**src/rtl/seq_detector_param.sv**
```systemverilog
// Runtime-programmable serial pattern detector with overlap control, valid
// qualifier, registered one-cycle detect pulse and saturating match counter.
module seq_detector_param #(
  parameter int PAT_W = 3,
  parameter int CNT_W = 8
) (
  input  logic             clk,
  input  logic             rst,
  input  logic             data_in,
  input  logic             in_valid,
  input  logic [PAT_W-1:0] pattern,
  input  logic             pattern_load,
  input  logic             overlap_en,
  input  logic             count_clr,
  output logic             data_out,
  output logic [CNT_W-1:0] match_count
);

  localparam int FILL_W = $clog2(PAT_W + 1);
  localparam logic [FILL_W-1:0] FILL_MAX = FILL_W'(PAT_W);

  logic [PAT_W-1:0]  hist_reg, hist_next;
  logic [PAT_W-1:0]  pat_reg, pat_next;
  logic [FILL_W-1:0] fill_reg, fill_next;
  logic [CNT_W-1:0]  count_reg, count_next;
  logic              data_out_reg, data_out_next;
  logic [PAT_W-1:0]  pat_default;
  logic [PAT_W-1:0]  hist_shift;
  logic [FILL_W-1:0] fill_inc;
  logic              match;

  // Reset pattern has only its end bits set ("101" for a 3-bit pattern).
  generate
    for (genvar gi = 0; gi < PAT_W; gi++) begin : g_pat_default
      assign pat_default[gi] = (gi == 0) || (gi == PAT_W - 1);
    end
  endgenerate

  assign hist_shift = {hist_reg[PAT_W-2:0], data_in};
  assign fill_inc   = (fill_reg == FILL_MAX) ? fill_reg : fill_reg + FILL_W'(1);

  always_comb begin
    hist_next     = hist_reg;
    fill_next     = fill_reg;
    pat_next      = pat_reg;
    data_out_next = 1'b0;
    match         = 1'b0;
    if (pattern_load) begin
      // A bit arriving with the load strobe is discarded.
      pat_next  = pattern;
      hist_next = '0;
      fill_next = '0;
    end else if (in_valid) begin
      hist_next     = hist_shift;
      match         = (fill_inc == FILL_MAX) && (hist_shift == pat_reg);
      fill_next     = (match && !overlap_en) ? '0 : fill_inc;
      data_out_next = match;
    end
  end

  always_comb begin
    count_next = count_reg;
    if (count_clr) begin
      count_next = '0;
    end else if (match && (count_reg != {CNT_W{1'b1}})) begin
      count_next = count_reg + CNT_W'(1);
    end
  end

  always_ff @(posedge clk) begin
    if (rst) begin
      hist_reg     <= '0;
      fill_reg     <= '0;
      pat_reg      <= pat_default;
      count_reg    <= '0;
      data_out_reg <= 1'b0;
    end else begin
      hist_reg     <= hist_next;
      fill_reg     <= fill_next;
      pat_reg      <= pat_next;
      count_reg    <= count_next;
      data_out_reg <= data_out_next;
    end
  end

  assign data_out    = data_out_reg;
  assign match_count = count_reg;

endmodule

```
**config.mk**
```make
export PLATFORM = sky130hd
export DESIGN_NAME = seq_detector_param
export DESIGN_NICKNAME = d
export VERILOG_FILES = /design/src/rtl/seq_detector_param.sv
export SDC_FILE = /design/constraint.sdc
export NUM_CORES = 1
export LEC_CHECK = 0
export CORE_MARGIN = 3
export CORE_UTILIZATION = 46
export CTS_CLUSTER_SIZE = 16
export DETAILED_ROUTE_END_ITERATION = 8
export PLACE_DENSITY = 0.73
export SYNTH_ARGS = -nofsm -noshare
export SYNTH_HDL_FRONTEND = slang
export SYNTH_SLANG_ARGS = --single-unit
```
**constraint.sdc**
```tcl
create_clock -name clk -period 2.3 [get_ports clk]
set_clock_uncertainty 0.2 [all_clocks]
set_input_delay 0.46 -clock clk [delete_from_list [all_inputs] [get_ports clk]]
set_output_delay 0.46 -clock clk [all_outputs]
set_load 0.02 [all_outputs]
```
==> flow_metrics.py, run 1 <==
metrics = {
    "global_route": {
        "grt_max_degree": 12,
        "antenna_found_initial": 0,
        "grt_pass1_vias": 657,
        "grt_pass1_wl_microns": 2660,
        "gr-usage-all-layers_pct": 17.3,
        "grt-ovfl-total": 0,
    },
    "detailed_routing": {
        "dr.pass1.iters": 5,
        "wl_per_cell_microns": 13.5,
        "ant_nets": 0,
        "wl_met3_microns": 72,
        "highest_layer": "met4",
        "met2_length_microns": 798,
        "via_per_inst": 5.82,
        "num_vias": 728,
        "routed_wirelength_microns": 1680,
        "wl_met1_microns": 793,
        "drcViolationCount": 0,
        "drtIter0Drc": 13,
    },
    "finish": {
        "mostFrequentLayoutCell": "clkdlybuf4s50_1",
        "final_nets": 121,
        "area_growth_pct": 32.8,
        "fillers": 145,
        "drive_gt1_share_pct": 11.9,
        "fin_cells": 125,
        "diodes": 0,
        "layout_common_cells": "clkdlybuf4s50_1, dfxtp_1, nor2_1",
        "multi_input_area_sq_um": 403,
        "largest_reg_flops": 8,
        "final_util_pct": 66.2,
        "seq_area_sq_um": 320,
    },
    "synthesis": {
        "synth_area_sq_um": 759,
        "yosysTopAreaCell": "dfxtp_1",
        "ys_top_cells_by_area": "dfxtp_1, nor2_1, o31ai_1",
        "synth_top_area_share_pct": 42.2,
        "yosys_register_bits": 16,
        "synth.distinct_cells": 30,
        "syn_nets": 98,
        "yosys_warnings": 0,
        "syn_inst": 87,
        "syn-mean-instance-area_sq_um": 8.73,
        "ys_seq_area_share_pct": 42.2,
    },
    "setup_path": {
        "rrSetupSlack_ns": 0.50,
        "cp-start-kind": "flip-flop",
        "slowest_delay_ns": 0.64,
        "crit_arrival_ns": 1.38,
        "crit_start": "match_count[2]$_SDFFE_PP0P_",
        "crit_type": "reg -> out",
        "r2r_cells": 5,
        "worstPathMaxFanout": 7,
        "cp-end-kind": "output port",
        "rr_startpoint": "match_count[0]$_SDFFE_PP0P_",
        "r2r_end": "match_count[2]$_SDFFE_PP0P_",
        "critPathRequiredTime_ns": 1.64,
        "cp_num_cells": 1,
        "crit_buf_inv": 1,
        "cp_cell_sequence": "clkdlybuf4s50_1",
        "crit_end": "match_count[2]",
        "cp_top_family": "buffers and inverters",
        "critPathSlowestCell": "clkdlybuf4s50_1",
    },
    "hold_path": {
        "holdPathStages": 1,
        "hold_path_class": "reg -> reg",
    },
    "timing": {
        "finalCritPeriodShare_pct": 88.5,
        "setup_violations": 0,
        "min_period_ns": 2.04,
        "hold_slack_ns": 0.313,
        "max_freq_mhz": 491,
        "slew_violations": 0,
        "maxSlewHeadroom_pct": 60.5,
        "rsz0062_at_grt": "false",
        "hold_viol": 0,
        "fin_ws_ns": 0.265,
        "tightest_slew_ns": 0.590,
    },
    "clock_network": {
        "clk_pin_slew_worst_paths_ns": 0.10,
        "cts.sinks": 16,
        "clk_path_buf_depth": 2,
        "cts_tree": "done",
        "cts_htree_levels": 1,
        "cts_hold_buf": 0,
        "postCtsSetupBuffers": 0,
        "cts_made_buffers": 3,
        "clock_latency_ns": 0.29,
        "cts_resized": 0,
        "cts-root-buf": "clkbuf_4",
    },
    "outcome": {
        "status": "finished, final reports clean",
    },
    "placed_design": {
        "place_inst": 121,
        "place_ws_ns": -0.0152,
        "hpwlAfterDp_microns": 1240,
        "io_buffers": 18,
        "gp_congestion": 0.812,
    },
    "floorplanning": {
        "initial_core_util_pct": 49.8,
        "die_w_microns": 46.6,
        "dieArea_sq_um": 2170,
        "num_rows": 14,
        "io-pin-count": 19,
        "core_area_sq_um": 1520,
        "die_height_microns": 46.6,
    },
    "power_and_ir_drop": {
        "pwr_density_cell_nw_per_um2": 524,
        "p_leak_nw": 0.356,
        "irDropWorstVdd_v": 0.000488,
        "finalPower_uw": 529,
    },
    "flow_run": {
        "drv_cap": 0,
    },
}
[per-stage QoR]
step                area [sq um]  setup TNS [ns]
global placement             972               0
global route                1010               0
finish                      1010               0
CTS                         1010               0
detailed placement           972         -0.0152
floorplan                    759               0
[routing by layer]
layer | global-route usage [%] | vias to the layer above
met2 | 27.2 | 22
li1 | - | 364
met5 | 0 | -
met3 | 5.86 | 4
met1 | 21.9 | 338
met4 | 5.52 | 0
[cell usage after synthesis, drive strengths merged]
master and count:
clkbuf 3, or2 2, o41ai 1, a211oi 1
nand3 5, o311ai 1, buf 3, and3b 1
dfxtp 16, nor3 3, o21ai 1, o31ai 5
nor4 1, nand2 5, nor2b 2, and4 1
inv 1, mux2i 3, xnor2 3, or3 1
ha 1, nand4 3, nor3b 1, o211ai 1
a211o 2, a21oi 7, nor2 10, or4 3
[power by group]
group | internal (mW) | switching, mW
Sequential | 0.282 | 0.00414
Clock | 0.0964 | 0.0940
Combinational | 0.0307 | 0.0210
Total | 0.409 | 0.119
[cell type report]
cell class	count	share of cell area [%]
tap	16	1.99
sequential	16	31.8
timing repair buffer	24	22.3
inverter	1	0.372
clock buffer	4	3.60
multi-input combinational	64	40.0
[kinds of logic after synthesis]
logic type / count (synthesis) / share of synthesized area (%)
compound gates: 19 / 16.8
xor+xnor: 3 / 3.46
fa+ha+maj: 1 / 1.65
buf+inv: 7 / 4.78
flops: 16 / 42.2
mux: 3 / 3.95
simple gates: 38 / 27.2
[how the worst min path moves through the flow]
stage	slack [ns]	endpoint	start
final	0.31	match_count[6]$_SDFFE_PP0P_	match_count[6]$_SDFFE_PP0P_
after global routing	0.35	fill_reg[0]$_SDFFE_PP0P_	fill_reg[0]$_SDFFE_PP0P_
after CTS	0.32	fill_reg[0]$_SDFFE_PP0P_	fill_reg[0]$_SDFFE_PP0P_
after global placement	0.29	fill_reg[0]$_SDFFE_PP0P_	fill_reg[0]$_SDFFE_PP0P_
after floorplan	0.27	fill_reg[1]$_SDFFE_PP0P_	fill_reg[1]$_SDFFE_PP0P_
after detailed placement	0.30	fill_reg[0]$_SDFFE_PP0P_	fill_reg[0]$_SDFFE_PP0P_
[worst reg2reg max path, cell delays in order (launching register included)]
cell and delay, ns:
dfxtp_1 0.40, ha_1 0.25, nand3_1 0.09, nor2_1 0.47, o311ai_0 0.20, o41ai_1 0.10
Note: power is estimated with default switching activity, not from simulation.
==> inputs of run 2 (changes only) <==
--- a/config.mk
+++ b/config.mk
@@ -6,10 +6,10 @@
 export NUM_CORES = 1
 export LEC_CHECK = 0
 export CORE_MARGIN = 3
-export CORE_UTILIZATION = 46
+export CORE_UTILIZATION = 50
 export CTS_CLUSTER_SIZE = 16
 export DETAILED_ROUTE_END_ITERATION = 8
-export PLACE_DENSITY = 0.73
+export PLACE_DENSITY = 0.79
 export SYNTH_ARGS = -nofsm -noshare
 export SYNTH_HDL_FRONTEND = slang
 export SYNTH_SLANG_ARGS = --single-unit
==> constraint.sdc (replaced) <==
create_clock -name clk -period 2.4 [get_ports clk]
set_clock_uncertainty 0.2 [all_clocks]
set_input_delay 0.48 -clock clk [delete_from_list [all_inputs] [get_ports clk]]
set_output_delay 0.48 -clock clk [all_outputs]
set_load 0.02 [all_outputs]
==> run 2 against run 1 <==
Net effect: critical path type unchanged; clock-buffer cell count is 1 lower; routed wire length is 11% lower; via count is 4.1% lower; first-iteration DRC count is 23% lower; sequential power is 4% lower; global-route usage is 0.93 points lower; final cell count is 3.2% lower; clock power is 29% lower; cell area is 3.0% lower; non-clock buffer count is 2 lower.
==> flow_metrics.py, run 2 (synthesized netlist as in run 1, its figures left out) <==
metrics = {
    "clock_network": {
        "clk_path_buf_depth": 2,
        "postCtsSetupBuffers": 0,
        "clock_latency_ns": 0.28,
        "cts_htree_levels": 1,
        "clk_pin_slew_worst_paths_ns": 0.09,
        "cts-root-buf": "clkbuf_4",
        "cts_tree": "done",
        "cts_resized": 0,
        "cts_made_buffers": 3,
        "cts.sinks": 16,
        "cts_hold_buf": 0,
    },
    "setup_path": {
        "cp-end-kind": "output port",
        "cp_cell_sequence": "clkdlybuf4s50_1",
        "critPathSlowestCell": "clkdlybuf4s50_1",
        "cp-start-kind": "flip-flop",
        "critPathRequiredTime_ns": 1.72,
        "crit_type": "reg -> out",
        "worstPathMaxFanout": 7,
        "slowest_delay_ns": 0.64,
        "cp_top_family": "buffers and inverters",
        "crit_arrival_ns": 1.37,
        "crit_buf_inv": 1,
    },
    "finish": {
        "final_nets": 119,
        "mostFrequentLayoutCell": "clkdlybuf4s50_1",
        "area_growth_pct": 28.8,
        "fillers": 125,
        "layout_common_cells": "clkdlybuf4s50_1, dfxtp_1, nor2_1",
        "drive_gt1_share_pct": 9.43,
        "largest_reg_flops": 8,
        "diodes": 0,
    },
    "hold_path": {
        "hold_path_class": "reg -> reg",
    },
    "detailed_routing": {
        "wl_met1_microns": 721,
        "dr.pass1.iters": 4,
        "ant_nets": 0,
        "wl_per_cell_microns": 12.4,
        "drcViolationCount": 0,
        "num_vias": 698,
        "wl_met3_microns": 96,
        "met2_length_microns": 672,
        "via_per_inst": 5.77,
        "highest_layer": "met4",
        "routed_wirelength_microns": 1500,
        "drtIter0Drc": 10,
    },
    "power_and_ir_drop": {
        "clkPwrFrac_pct": 29.6,
        "p_int_uw": 356,
        "p_seq_share_pct": 60.1,
        "p_sw_uw": 99.9,
        "power.share.switching_pct": 21.9,
        "irDropWorstVdd_v": 0.000476,
        "combPwrFrac_pct": 10.2,
        "p_leak_nw": 0.340,
        "pwr_density_cell_nw_per_um2": 466,
    },
    "timing": {
        "min_period_ns": 2.05,
        "setup_tns_ns": 0,
        "slew_violations": 0,
        "setup_violations": 0,
        "hold_viol": 0,
        "rsz0062_at_grt": "false",
        "tightest_slew_ns": 0.588,
        "max_freq_mhz": 488,
        "maxSlewHeadroom_pct": 60.7,
        "finalCritPeriodShare_pct": 85.5,
        "fin_ws_ns": 0.349,
    },
    "global_route": {
        "grt_pass1_vias": 608,
        "grt_max_degree": 12,
        "gr-usage-all-layers_pct": 16.3,
        "grt-ovfl-total": 0,
        "antenna_found_initial": 0,
        "grt_pass1_wl_microns": 2390,
    },
    "placed_design": {
        "gp_congestion": 0.763,
        "hpwlAfterDp_microns": 1160,
        "place_ws_ns": 0.0536,
        "io_buffers": 18,
    },
    "floorplanning": {
        "io-pin-count": 19,
        "dieArea_sq_um": 2020,
        "die_w_microns": 45.0,
        "initial_core_util_pct": 55.6,
        "die_height_microns": 45.0,
        "num_rows": 13,
        "core_area_sq_um": 1370,
    },
    "outcome": {
        "status": "finished, final reports clean",
    },
    "flow_run": {
        "drv_cap": 0,
    },
}
[run 2: through the flow]
step | cell area (sq um) | cells | hold slack [ns] | total power, mW | utilization (%)
finish | 978 | 121 | 0.310 | 0.456 | 71.6
global route | 978 | 121 | 0.343 | 0.474 | 71.6
CTS | 978 | 121 | 0.310 | 0.460 | 71.6
detailed placement | 956 | 118 | 0.297 | 0.327 | 70.0
global placement | 956 | 118 | 0.289 | 0.325 | 70.0
floorplan | 759 | 87 | 0.274 | 0.306 | -
[run 2: routing by layer]
layer	global-route usage [%]	vias to the layer above
li1	-	363
met1	19.9	314
met2	24.6	19
met3	8.37	2
met4	5.85	0
met5	0	-
[run 2: area by class of cell]
class | instances | area, sq um | share of cell area (%)
Tap cell | 15 | 18.8 | 1.92
Sequential cell | 16 | 320 | 32.7
Timing Repair Buffer | 22 | 210 | 21.5
Multi-Input combinational cell | 64 | 403 | 41.2
Inverter | 1 | 3.75 | 0.384
Clock buffer | 3 | 22.5 | 2.30
[run 2: path summary, 6_finish.rpt]
check                               from                          end  slack, ns  cells past startpoint
max          match_count[3]$_SDFFE_PP0P_               match_count[3]       0.35                      1
min          match_count[6]$_SDFFE_PP0P_  match_count[6]$_SDFFE_PP0P_       0.31                      1
max reg2reg      pat_reg[2]$_SDFFE_PP1P_  match_count[2]$_SDFFE_PP0P_       0.64                      5
min reg2reg  match_count[6]$_SDFFE_PP0P_  match_count[6]$_SDFFE_PP0P_       0.31                      1
[run 2: power by group through the flow]
stage                     Combinational [mW]  Sequential [mW]  Clock (mW)
after global routing                  0.0508            0.275       0.149
after CTS                             0.0469            0.274       0.139
after detailed placement              0.0466            0.280           0
final                                 0.0466            0.274       0.135
after global placement                0.0452            0.280           0
after floorplan                       0.0268            0.279           0
==> inputs of run 3 (changes only) <==
--- a/config.mk
+++ b/config.mk
@@ -5,11 +5,12 @@
 export SDC_FILE = /design/constraint.sdc
 export NUM_CORES = 1
 export LEC_CHECK = 0
+export ABC_CLOCK_PERIOD_IN_PS = 2400
 export CORE_MARGIN = 3
-export CORE_UTILIZATION = 50
-export CTS_CLUSTER_SIZE = 16
+export CORE_UTILIZATION = 45
+export CTS_CLUSTER_SIZE = 24
 export DETAILED_ROUTE_END_ITERATION = 8
-export PLACE_DENSITY = 0.79
+export PLACE_DENSITY = 0.72
 export SYNTH_ARGS = -nofsm -noshare
 export SYNTH_HDL_FRONTEND = slang
 export SYNTH_SLANG_ARGS = --single-unit
==> run 3 against run 2 <==
Net effect: combinational power decreased by 0.9%; sequential cell count stayed put; critical path type unchanged; routed wire length decreased by 2.3%; non-clock buffer count unchanged; sequential share of layout area down 0.49 points.
==> flow_metrics.py, run 3 (synthesized netlist as in run 1, its figures left out) <==
metrics = {
    "timing": {
        "finalCritPeriodShare_pct": 86.3,
        "rsz0062_at_grt": "false",
        "setup_tns_ns": 0,
        "fin_ws_ns": 0.328,
        "min_period_ns": 2.07,
        "max_freq_mhz": 483,
        "hold_viol": 0,
        "setup_violations": 0,
        "tightest_slew_ns": 0.558,
        "maxSlewHeadroom_pct": 62.7,
        "slew_violations": 0,
    },
    "placed_design": {
        "place_ws_ns": 0.0468,
        "io_buffers": 18,
        "hpwlAfterDp_microns": 1120,
        "placed_area_sq_um": 957,
        "place_inst": 119,
        "gp_congestion": 0.841,
    },
    "setup_path": {
        "crit_arrival_ns": 1.39,
        "cp_cell_sequence": "clkdlybuf4s50_1",
        "cp_top_family": "buffers and inverters",
        "crit_buf_inv": 1,
        "worstPathMaxFanout": 7,
        "crit_type": "reg -> out",
        "critPathRequiredTime_ns": 1.72,
        "cp-end-kind": "output port",
        "slowest_delay_ns": 0.65,
        "cp-start-kind": "flip-flop",
        "critPathSlowestCell": "clkdlybuf4s50_1",
    },
    "global_route": {
        "grt_pass1_vias": 593,
        "antenna_found_initial": 0,
        "grt_pass1_wl_microns": 2500,
        "grt-ovfl-total": 0,
        "grt_max_degree": 12,
        "gr-usage-all-layers_pct": 16.3,
    },
    "finish": {
        "area_growth_pct": 30.8,
        "fillers": 148,
        "layout_common_cells": "clkdlybuf4s50_1, dfxtp_1, nor2_1",
        "fin_cells": 123,
        "final_nets": 119,
        "largest_reg_flops": 8,
        "fin_area_sq_um": 993,
        "mostFrequentLayoutCell": "clkdlybuf4s50_1",
        "drive_gt1_share_pct": 10.3,
        "diodes": 0,
    },
    "clock_network": {
        "cts_made_buffers": 3,
        "cts-root-buf": "clkbuf_4",
        "clk_pin_slew_worst_paths_ns": 0.10,
        "cts_resized": 0,
        "cts_hold_buf": 0,
        "clk_path_buf_depth": 2,
        "cts.sinks": 16,
        "postCtsSetupBuffers": 0,
        "clock_latency_ns": 0.29,
        "cts_htree_levels": 1,
        "cts_tree": "done",
    },
    "floorplanning": {
        "core_area_sq_um": 1540,
        "dieArea_sq_um": 2220,
        "io-pin-count": 19,
        "num_rows": 14,
        "die_w_microns": 47.1,
        "initial_core_util_pct": 49.3,
        "die_height_microns": 47.1,
    },
    "power_and_ir_drop": {
        "clkPwrFrac_pct": 35.7,
        "power.share.switching_pct": 21.8,
        "pwr_density_cell_nw_per_um2": 502,
        "irDropWorstVdd_v": 0.000315,
        "p_leak_nw": 0.347,
        "p_int_uw": 390,
        "combPwrFrac_pct": 9.3,
        "p_seq_share_pct": 55.0,
        "p_sw_uw": 109,
    },
    "detailed_routing": {
        "drtIter0Drc": 5,
        "via_per_inst": 5.54,
        "routed_wirelength_microns": 1470,
        "num_vias": 682,
        "drcViolationCount": 0,
        "wl_per_cell_microns": 11.9,
        "ant_nets": 0,
        "dr.pass1.iters": 4,
    },
    "hold_path": {
        "hold_path_class": "reg -> reg",
    },
    "flow_run": {
        "drv_cap": 0,
    },
    "outcome": {
        "status": "finished, final reports clean",
    },
}
==> run 3: cell count changes in the layout (fill, tap and decap cells not counted) <==
cell,change
clkbuf_8,+1
==> run 3: routing by layer <==
layer | GRT usage, % | wire, microns | up-vias
met3 | 4.60 | 69 | 4
met5 | 0 | 0 | -
met1 | 22.8 | 727 | 303
met2 | 19.8 | 638 | 16
li1 | - | - | 359
met4 | 13.8 | 31 | 0
==> run 3: final timing paths <==
check / start / to / slack (ns) / cells after the start
worst max-delay path: match_count[3]$_SDFFE_PP0P_ / match_count[3] / 0.33 / 1
worst min-delay path: fill_reg[0]$_SDFFE_PP0P_ / fill_reg[0]$_SDFFE_PP0P_ / 0.32 / 2
worst max register to register: hist_reg[0]$_SDFFE_PP0P_ / match_count[2]$_SDFFE_PP0P_ / 0.65 / 5
worst min register to register: fill_reg[0]$_SDFFE_PP0P_ / fill_reg[0]$_SDFFE_PP0P_ / 0.32 / 2
==> run 3: layout make-up <==
class | instances | area (sq um) | area share, %
sequential | 16 | 320 | 32.2
timing repair buffer | 22 | 210 | 21.2
multi-input combinational | 64 | 403 | 40.6
inverter | 1 | 3.75 | 0.378
tap | 16 | 20.0 | 2.02
clock buffer | 4 | 36.3 | 3.65
==> run 3: metrics by stage <==
stage          total power, mW  hold slack (ns)  utilization [%]
6_report                 0.499            0.315             64.4
5_1_grt                  0.528            0.338             64.4
4_1_cts                  0.507            0.313             64.4
3_5_place_dp             0.327            0.299             62.1
3_3_place_gp             0.326            0.292             62.1
2_1_floorplan            0.306            0.274                -
==> run 3: worst register-to-register path: stages (launching register included) <==
cell and delay, ns:
dfxtp_1 0.34, xnor2_1 0.26, nand4_2 0.20, buf_4 0.21, o311ai_0 0.31, o41ai_1 0.12
==> run 3: power groups by stage <==
stage | clock (mW) | combinational (mW) | sequential, mW
3_3_place_gp | 0 | 0.0455 | 0.280
5_1_grt | 0.203 | 0.0505 | 0.275
6_report | 0.178 | 0.0462 | 0.274
4_1_cts | 0.186 | 0.0464 | 0.274
2_1_floorplan | 0 | 0.0268 | 0.279
3_5_place_dp | 0 | 0.0463 | 0.280
